===== config.mk =====
export PLATFORM = sky130hd
export DESIGN_NAME = onchip_mem_arbiter
export DESIGN_NICKNAME = d
export VERILOG_FILES = /design/src/rtl/onchip_mem_arbiter.sv
export SDC_FILE = /design/constraint.sdc
export NUM_CORES = 1
export LEC_CHECK = 0
export CELL_PAD_IN_SITES_DETAIL_PLACEMENT = 1
export CELL_PAD_IN_SITES_GLOBAL_PLACEMENT = 2
export CORE_MARGIN = 5
export CORE_UTILIZATION = 24
export DETAILED_ROUTE_END_ITERATION = 6
export PLACE_DENSITY = 0.85
export SLEW_MARGIN = 20
export SYNTH_ARGS = -nofsm -noshare
export SYNTH_HDL_FRONTEND = slang
export SYNTH_SLANG_ARGS = --single-unit
export TNS_END_PERCENT = 100

===== constraint.sdc =====
create_clock -name clk -period 2.7 [get_ports clk]
set_clock_uncertainty 0.05 [all_clocks]
set_input_delay 0.81 -clock clk [delete_from_list [all_inputs] [get_ports clk]]
set_output_delay 0.81 -clock clk [all_outputs]
set_load 0.05 [all_outputs]

===== src/rtl/onchip_mem_arbiter.sv =====
// Two-requester round-robin arbiter in front of a single-port on-chip RAM.
// Grants are registered, one access at a time, with read data routed back to the winner.
module onchip_mem_arbiter #(
  parameter int ADDR_W = 13,
  parameter int DATA_W = 32,
  parameter int DEPTH  = 5120
) (
  input  logic                clk,
  input  logic                reset,

  input  logic                m0_valid,
  input  logic                m0_write,
  input  logic [ADDR_W-1:0]   m0_address,
  input  logic [DATA_W/8-1:0] m0_byteenable,
  input  logic [DATA_W-1:0]   m0_writedata,
  output logic                m0_ack,
  output logic                m0_readdatavalid,
  output logic [DATA_W-1:0]   m0_readdata,
  output logic                m0_err,

  input  logic                m1_valid,
  input  logic                m1_write,
  input  logic [ADDR_W-1:0]   m1_address,
  input  logic [DATA_W/8-1:0] m1_byteenable,
  input  logic [DATA_W-1:0]   m1_writedata,
  output logic                m1_ack,
  output logic                m1_readdatavalid,
  output logic [DATA_W-1:0]   m1_readdata,
  output logic                m1_err,

  output logic [ADDR_W-1:0]   mem_address,
  output logic [DATA_W/8-1:0] mem_byteenable,
  output logic                mem_chipselect,
  output logic                mem_write,
  output logic [DATA_W-1:0]   mem_writedata,
  output logic                mem_clken,
  output logic                mem_reset_req,
  input  logic [DATA_W-1:0]   mem_readdata
);

  localparam int BE_W = DATA_W / 8;
  localparam logic [ADDR_W:0] LIMIT = (ADDR_W + 1)'(DEPTH);

  typedef enum logic [1:0] {IDLE, ACCESS, RDWAIT} state_t;

  state_t              state;
  logic                last_grant;
  logic                owner;
  logic                req_write;
  logic                req_oor;
  logic [ADDR_W-1:0]   req_address;
  logic [BE_W-1:0]     req_byteenable;
  logic [DATA_W-1:0]   req_writedata;

  logic                pick_m1;
  logic                pick_write;
  logic                pick_oor;
  logic [ADDR_W-1:0]   pick_address;
  logic [BE_W-1:0]     pick_byteenable;
  logic [DATA_W-1:0]   pick_writedata;

  // m1 wins when alone, or when both ask and m0 was the previous winner
  assign pick_m1         = m1_valid && (!m0_valid || !last_grant);
  assign pick_write      = pick_m1 ? m1_write      : m0_write;
  assign pick_address    = pick_m1 ? m1_address    : m0_address;
  assign pick_byteenable = pick_m1 ? m1_byteenable : m0_byteenable;
  assign pick_writedata  = pick_m1 ? m1_writedata  : m0_writedata;
  assign pick_oor        = {1'b0, pick_address} >= LIMIT;

  assign mem_address    = req_address;
  assign mem_byteenable = req_byteenable;
  assign mem_writedata  = req_writedata;
  assign mem_clken      = 1'b1;
  assign mem_reset_req  = reset;

  always_ff @(posedge clk) begin
    if (reset) begin
      state            <= IDLE;
      last_grant       <= 1'b1;
      owner            <= 1'b0;
      req_write        <= 1'b0;
      req_oor          <= 1'b0;
      req_address      <= '0;
      req_byteenable   <= '0;
      req_writedata    <= '0;
      mem_chipselect   <= 1'b0;
      mem_write        <= 1'b0;
      m0_ack           <= 1'b0;
      m1_ack           <= 1'b0;
      m0_err           <= 1'b0;
      m1_err           <= 1'b0;
      m0_readdatavalid <= 1'b0;
      m1_readdatavalid <= 1'b0;
      m0_readdata      <= '0;
      m1_readdata      <= '0;
    end else begin
      mem_chipselect   <= 1'b0;
      mem_write        <= 1'b0;
      m0_ack           <= 1'b0;
      m1_ack           <= 1'b0;
      m0_err           <= 1'b0;
      m1_err           <= 1'b0;
      m0_readdatavalid <= 1'b0;
      m1_readdatavalid <= 1'b0;
      case (state)
        IDLE: begin
          if (m0_valid || m1_valid) begin
            owner          <= pick_m1;
            req_write      <= pick_write;
            req_oor        <= pick_oor;
            req_address    <= pick_address;
            req_byteenable <= pick_byteenable;
            req_writedata  <= pick_writedata;
            // Out-of-range requests are acknowledged but never reach the RAM
            mem_chipselect <= !pick_oor;
            mem_write      <= pick_write && !pick_oor;
            m0_ack         <= !pick_m1;
            m1_ack         <= pick_m1;
            m0_err         <= !pick_m1 && pick_oor;
            m1_err         <= pick_m1 && pick_oor;
            state          <= ACCESS;
          end
        end
        ACCESS: begin
          last_grant <= owner;
          state      <= req_write ? IDLE : RDWAIT;
        end
        RDWAIT: begin
          if (owner) begin
            m1_readdata      <= req_oor ? '0 : mem_readdata;
            m1_readdatavalid <= 1'b1;
          end else begin
            m0_readdata      <= req_oor ? '0 : mem_readdata;
            m0_readdatavalid <= 1'b1;
          end
          state <= IDLE;
        end
        default: state <= IDLE;
      endcase
    end
  end

endmodule


---- Word level (Yosys, flattened, before mapping) ----
Index checks and enable logic that the tools add are counted.
storage, ports and cells
  bits of input ports ..................... 136
  word-level logic and storage cells ...... 52
  register bits after elaboration ......... 127
operators by class
  bitwise logic cells ..................... 4
  reductions and logical operators ........ 16
  $lt $le $gt $ge ......................... 1
  equal/unequal tests ..................... 3
  mux-type cells .......................... 10
operators with widths
  operator                count
  $mux W32                2
  $ge A13 B13 Y1 const B  1
  $mux W13                1
  $reduce_and A2 Y1       3
  $logic_and A1 B1 Y1     4
  $logic_not A1 Y1        4
  $mux W2                 2
  $mux W4                 1
  $not A1 Y1              4
  $pmux W2 S2             1
  $mux W1                 3
  $reduce_or A3 Y1        1
  $eq A2 B1 Y1 const B    1
  $eq A2 B2 Y1 const B    1
  $logic_not A2 Y1        1
  $logic_or A1 B1 Y1      2
  $ne A2 B2 Y1 const B    1
  $reduce_or A2 Y1        1

---- Longest topological paths before layout ----
  depth after elaboration ................. 7
  gate-level depth with buffers ........... 6
  depth with buffers taken out ............ 3

---- Least setup slack after synthesis ----
No wires, ideal clock.
  path kind ............................... input to register
  start ................................... in m1_valid
  end ..................................... reg req_writedata[10], in the netlist mem_writedata[10]
  setup slack ............................. 0.823 ns
  arrival time ............................ 1.739 ns
  path buffers ............................ 3
  cell stages on the path ................. 6
  data required time ...................... 2.561 ns
  path through ............................ o21ba_1 > buf_4 > and2_1 > buf_2 > buf_6 > a311oi_2
between the ends
  cells in the longest elaborated chain, start to end .. 2
  elaborated cells on any way between the ends .. 4
RTL lines
  what                                                       RTL line  source
  start, declared                                            21        input logic m1_valid,
  $logic_and A1 B1 Y1 or $logic_or A1 B1 Y1 (tied branches)  63, 107
  $mux W32 or $reduce_and A2 Y1 (tied branches)              -
  end signal, assigned                                       113       req_writedata <= pick_writedata;
  end, declared                                              53        logic [DATA_W-1:0] req_writedata;
Several ways; a longest one is shown, not always the timed one.
A chain may end at the register's enable or synchronous reset.

---- Worst setup path in the final report ----
  start ................................... reg req_writedata[21], in the netlist mem_writedata[21]
  end ..................................... out mem_writedata[21]
RTL lines
  what           RTL line  source
  end, declared  35        output logic [DATA_W-1:0] mem_writedata,
No word-level cell between the ends.

==> impl_metrics.yaml <==
setup_path:
  cp_data_required_time_ns: 1.84
  cp_slowest_stage_delay_ns: 0.85
  setup.worst_path.class: "flop to output port"
  crit_arrival_ns: 1.65
  critical_path.n_buffers_inverters: 1
  worst_r2r_path_depth: 4
  crit_family: "buffers and inverters"
  start_kind: "flop"
  worstReg2RegStart: "state[1]"
  path_cells: "clkdlybuf4s50_1"
  cp_slowest_cell: "clkdlybuf4s50_1"
  worstSetupPathDepth: 1
  rrSetupSlack_ns: 0.93
  end_kind: "output port"
  maximum_fanout_encountered_on_the_critical_timing_path: 2
  critical_path.reg2reg.endpoint: "mem_writedata[23]"
power_and_ir_drop:
  vdd_drop_max_uv: 297
  p_total_mw: 6.03
  power_density_nw_per_um2: 675
  static-leakage-power_nw: 3.13
logic_synthesis:
  synth_seq_area_share: 0.469
  yosys_warnings: 0
  cell_type_contributing_the_most_total_cell_area_after_synthesis: "dfxtp_1"
  synthDominantCellAreaShare: 0.469
  post_synth_inst_count: 648
  post_synth.cell_area_avg_sq_um: 8.37
  synth_ff_type: "dfxtp_1"
  count_of_flip_flops_with_a_built_in_enable_after_synthesis: 0
  post_synth_instance_area_sq_um: 5430
  yosysMostFrequentCell: "nand2_1"
  async_sr_flop_fraction: 0
  post_synth_num_cell_types: 31
  synth_seq_cells: 127
  synth.top_cells.by_area: "dfxtp_1 47%, nand2_1 16%, a311oi_2 14%"
  synth_top_cells_by_count: "229 x nand2_1, 127 x dfxtp_1, 118 x a21oi_1, 49 x a311oi_2, 47 x clkbuf_1"
  mappedNetlistNets: 784
cts:
  tritoncts: "built"
  path_clk_slew_ns: 0.06
  insertion_delay_ns: 0.41
  cts_inserted_buffers: 17
  cts_repair_resize_count: 0
  cts_max_level: 4
  clock_path_buffers: 2
  cts_setup_buffers: 0
  ctsRootBufferMaster: "clkbuf_16"
  ctsHoldBuffers: 0
  clock-sinks: 127
timing:
  report.final.hold_viol_count: 0
  setup_violations: 0
  final-max-slew-violation-count: 0
  setup_repair_after_global_routing_missed_its_margin: "false"
  finalCritPeriodShare: 0.930
  worstMarginPinSlew_ns: 0.717
  setup_ws_ns: 0.189
  max_freq_mhz: 398
  post-route-min-period_ns: 2.51
  max_slew_margin: 0.522
  timing.setup.tns_ns: 0
  hold_slack_ns: 0.377
layout:
  design.final.nets: 1016
  post_route_cells_drive_above_1_share: 0.123
  syn2layout_area_growth_pct: 64.7
  final_core_util: 0.398
  finalNonFillerCells: 1178
  postLayoutCellArea_sq_um: 8940
  antennaDiodeCount: 0
detailed_routing:
  finalWirelength_um: 20600
  routed-via-count: 5358
  detail_route.first_pass.iterations: 4
  wl_per_cell_um: 17.5
  avgViaCountPerCell: 4.55
  drtAntennaViolNets: 0
  dr.first_iter.drc_count: 186
  remaining_drc_errors: 0
floorplanning:
  initial_core_util: 0.242
  floorplan_die_height_um: 160
  core_sq_um: 22400
  fp-row-count: 55
  chipWidth_um: 160
  io_pins: 259
  design.die.area_sq_um: 25700
global_routing:
  grt_use_total: 0.157
  via_count_of_the_first_global_routing_pass: 5618
  grt_max_degree: 64
  grt_antenna_before_repair: 0
  grt_pass1_wl_um: 32200
  grt.overflow.total: 0
placed_design:
  portBuffers: 257
  gp_congestion: 0.760
  detailed_place.area_sq_um: 8290
  detailed_place_hpwl_um: 14500
  numPlacedInstances: 1146
  post-place-ws_ns: 0.306
worst_hold_path:
  min_to: "state[1]"
  hold-path-cell-count: 1
  hold_path.class: "flop to flop"
  min-delay-start: "req_write"
outcome:
  run_status: "completed"
flow_run:
  drv.max_cap_violation_count: 0
[logic make-up after synthesis]
family	synth area share
compound gates	0.259
buf+inv	0.0544
flops	0.469
mux	0.00208
other cells	0.000691
simple gates	0.216
[power breakdown]
part,internal (mW),switching (mW),total (mW)
Clock,1.63,0.902,2.53
Sequential,1.99,0.0711,2.07
Combinational,0.572,0.858,1.43
Total,4.20,1.83,6.03
[layout make-up]
class                           count  area (sq um)
Clock inverter                     11           178
Fill cell                        2628         13500
Clock buffer                       21           470
Tap cell                          285           357
Sequential cell                   127          2540
Timing Repair Buffer              275          2780
Multi-Input combinational cell    457          2610
Inverter                            2          7.51
[flip-flops by register name, indices dropped and copies added (netlist names)]
| name | cells |
|---|---|
| last_grant | 1 |
| m0_ack | 1 |
| m0_err | 1 |
| m0_readdata | 32 |
| m0_readdatavalid | 1 |
| m1_ack | 1 |
| m1_err | 1 |
| m1_readdata | 32 |
| m1_readdatavalid | 1 |
| mem_address | 13 |
| mem_byteenable | 4 |
| mem_chipselect | 1 |
| mem_write | 1 |
| mem_writedata | 32 |
| owner | 1 |
| req_oor | 1 |
| req_write | 1 |
| state | 2 |
[worst max-delay path by stage]
| stage | slack, ns | startpoint | to |
|---|---|---|---|
| after floorplan | 0.82 | m1_valid | mem_writedata[10] |
| after global placement | 0.35 | m0_valid | mem_writedata[31] |
| after detailed placement | 0.31 | m0_valid | mem_writedata[23] |
| after CTS | 0.15 | mem_writedata[21] | mem_writedata[21] |
| after global routing | 0.16 | mem_writedata[21] | mem_writedata[21] |
| final | 0.19 | mem_writedata[21] | mem_writedata[21] |
[cells in the final DEF (no fill, tap or decap), types with 2 or more instances in the layout]
cell type	n
a21bo_2	2
a21oi_1	118
a311oi_2	49
buf_12	6
buf_4	15
bufinv_16	4
clkbuf_16	17
clkbuf_8	3
clkdlybuf4s50_1	254
clkinv_4	4
dfxtp_1	127
inv_6	2
nand2_1	229
nand3_1	3
nor2_1	5
nor2b_1	33
nor3_1	2
o21ai_0	2
[routing by layer]
| layer | part of all wire | track usage | up-vias |
|---|---|---|---|
| met5 | 0 | 0 | - |
| met4 | 0.0075 | 0.0352 | 0 |
| met3 | 0.088 | 0.0659 | 11 |
| met2 | 0.47 | 0.257 | 183 |
| met1 | 0.44 | 0.192 | 2514 |
| li1 | - | - | 2650 |
(Power assumes the default switching activity.)
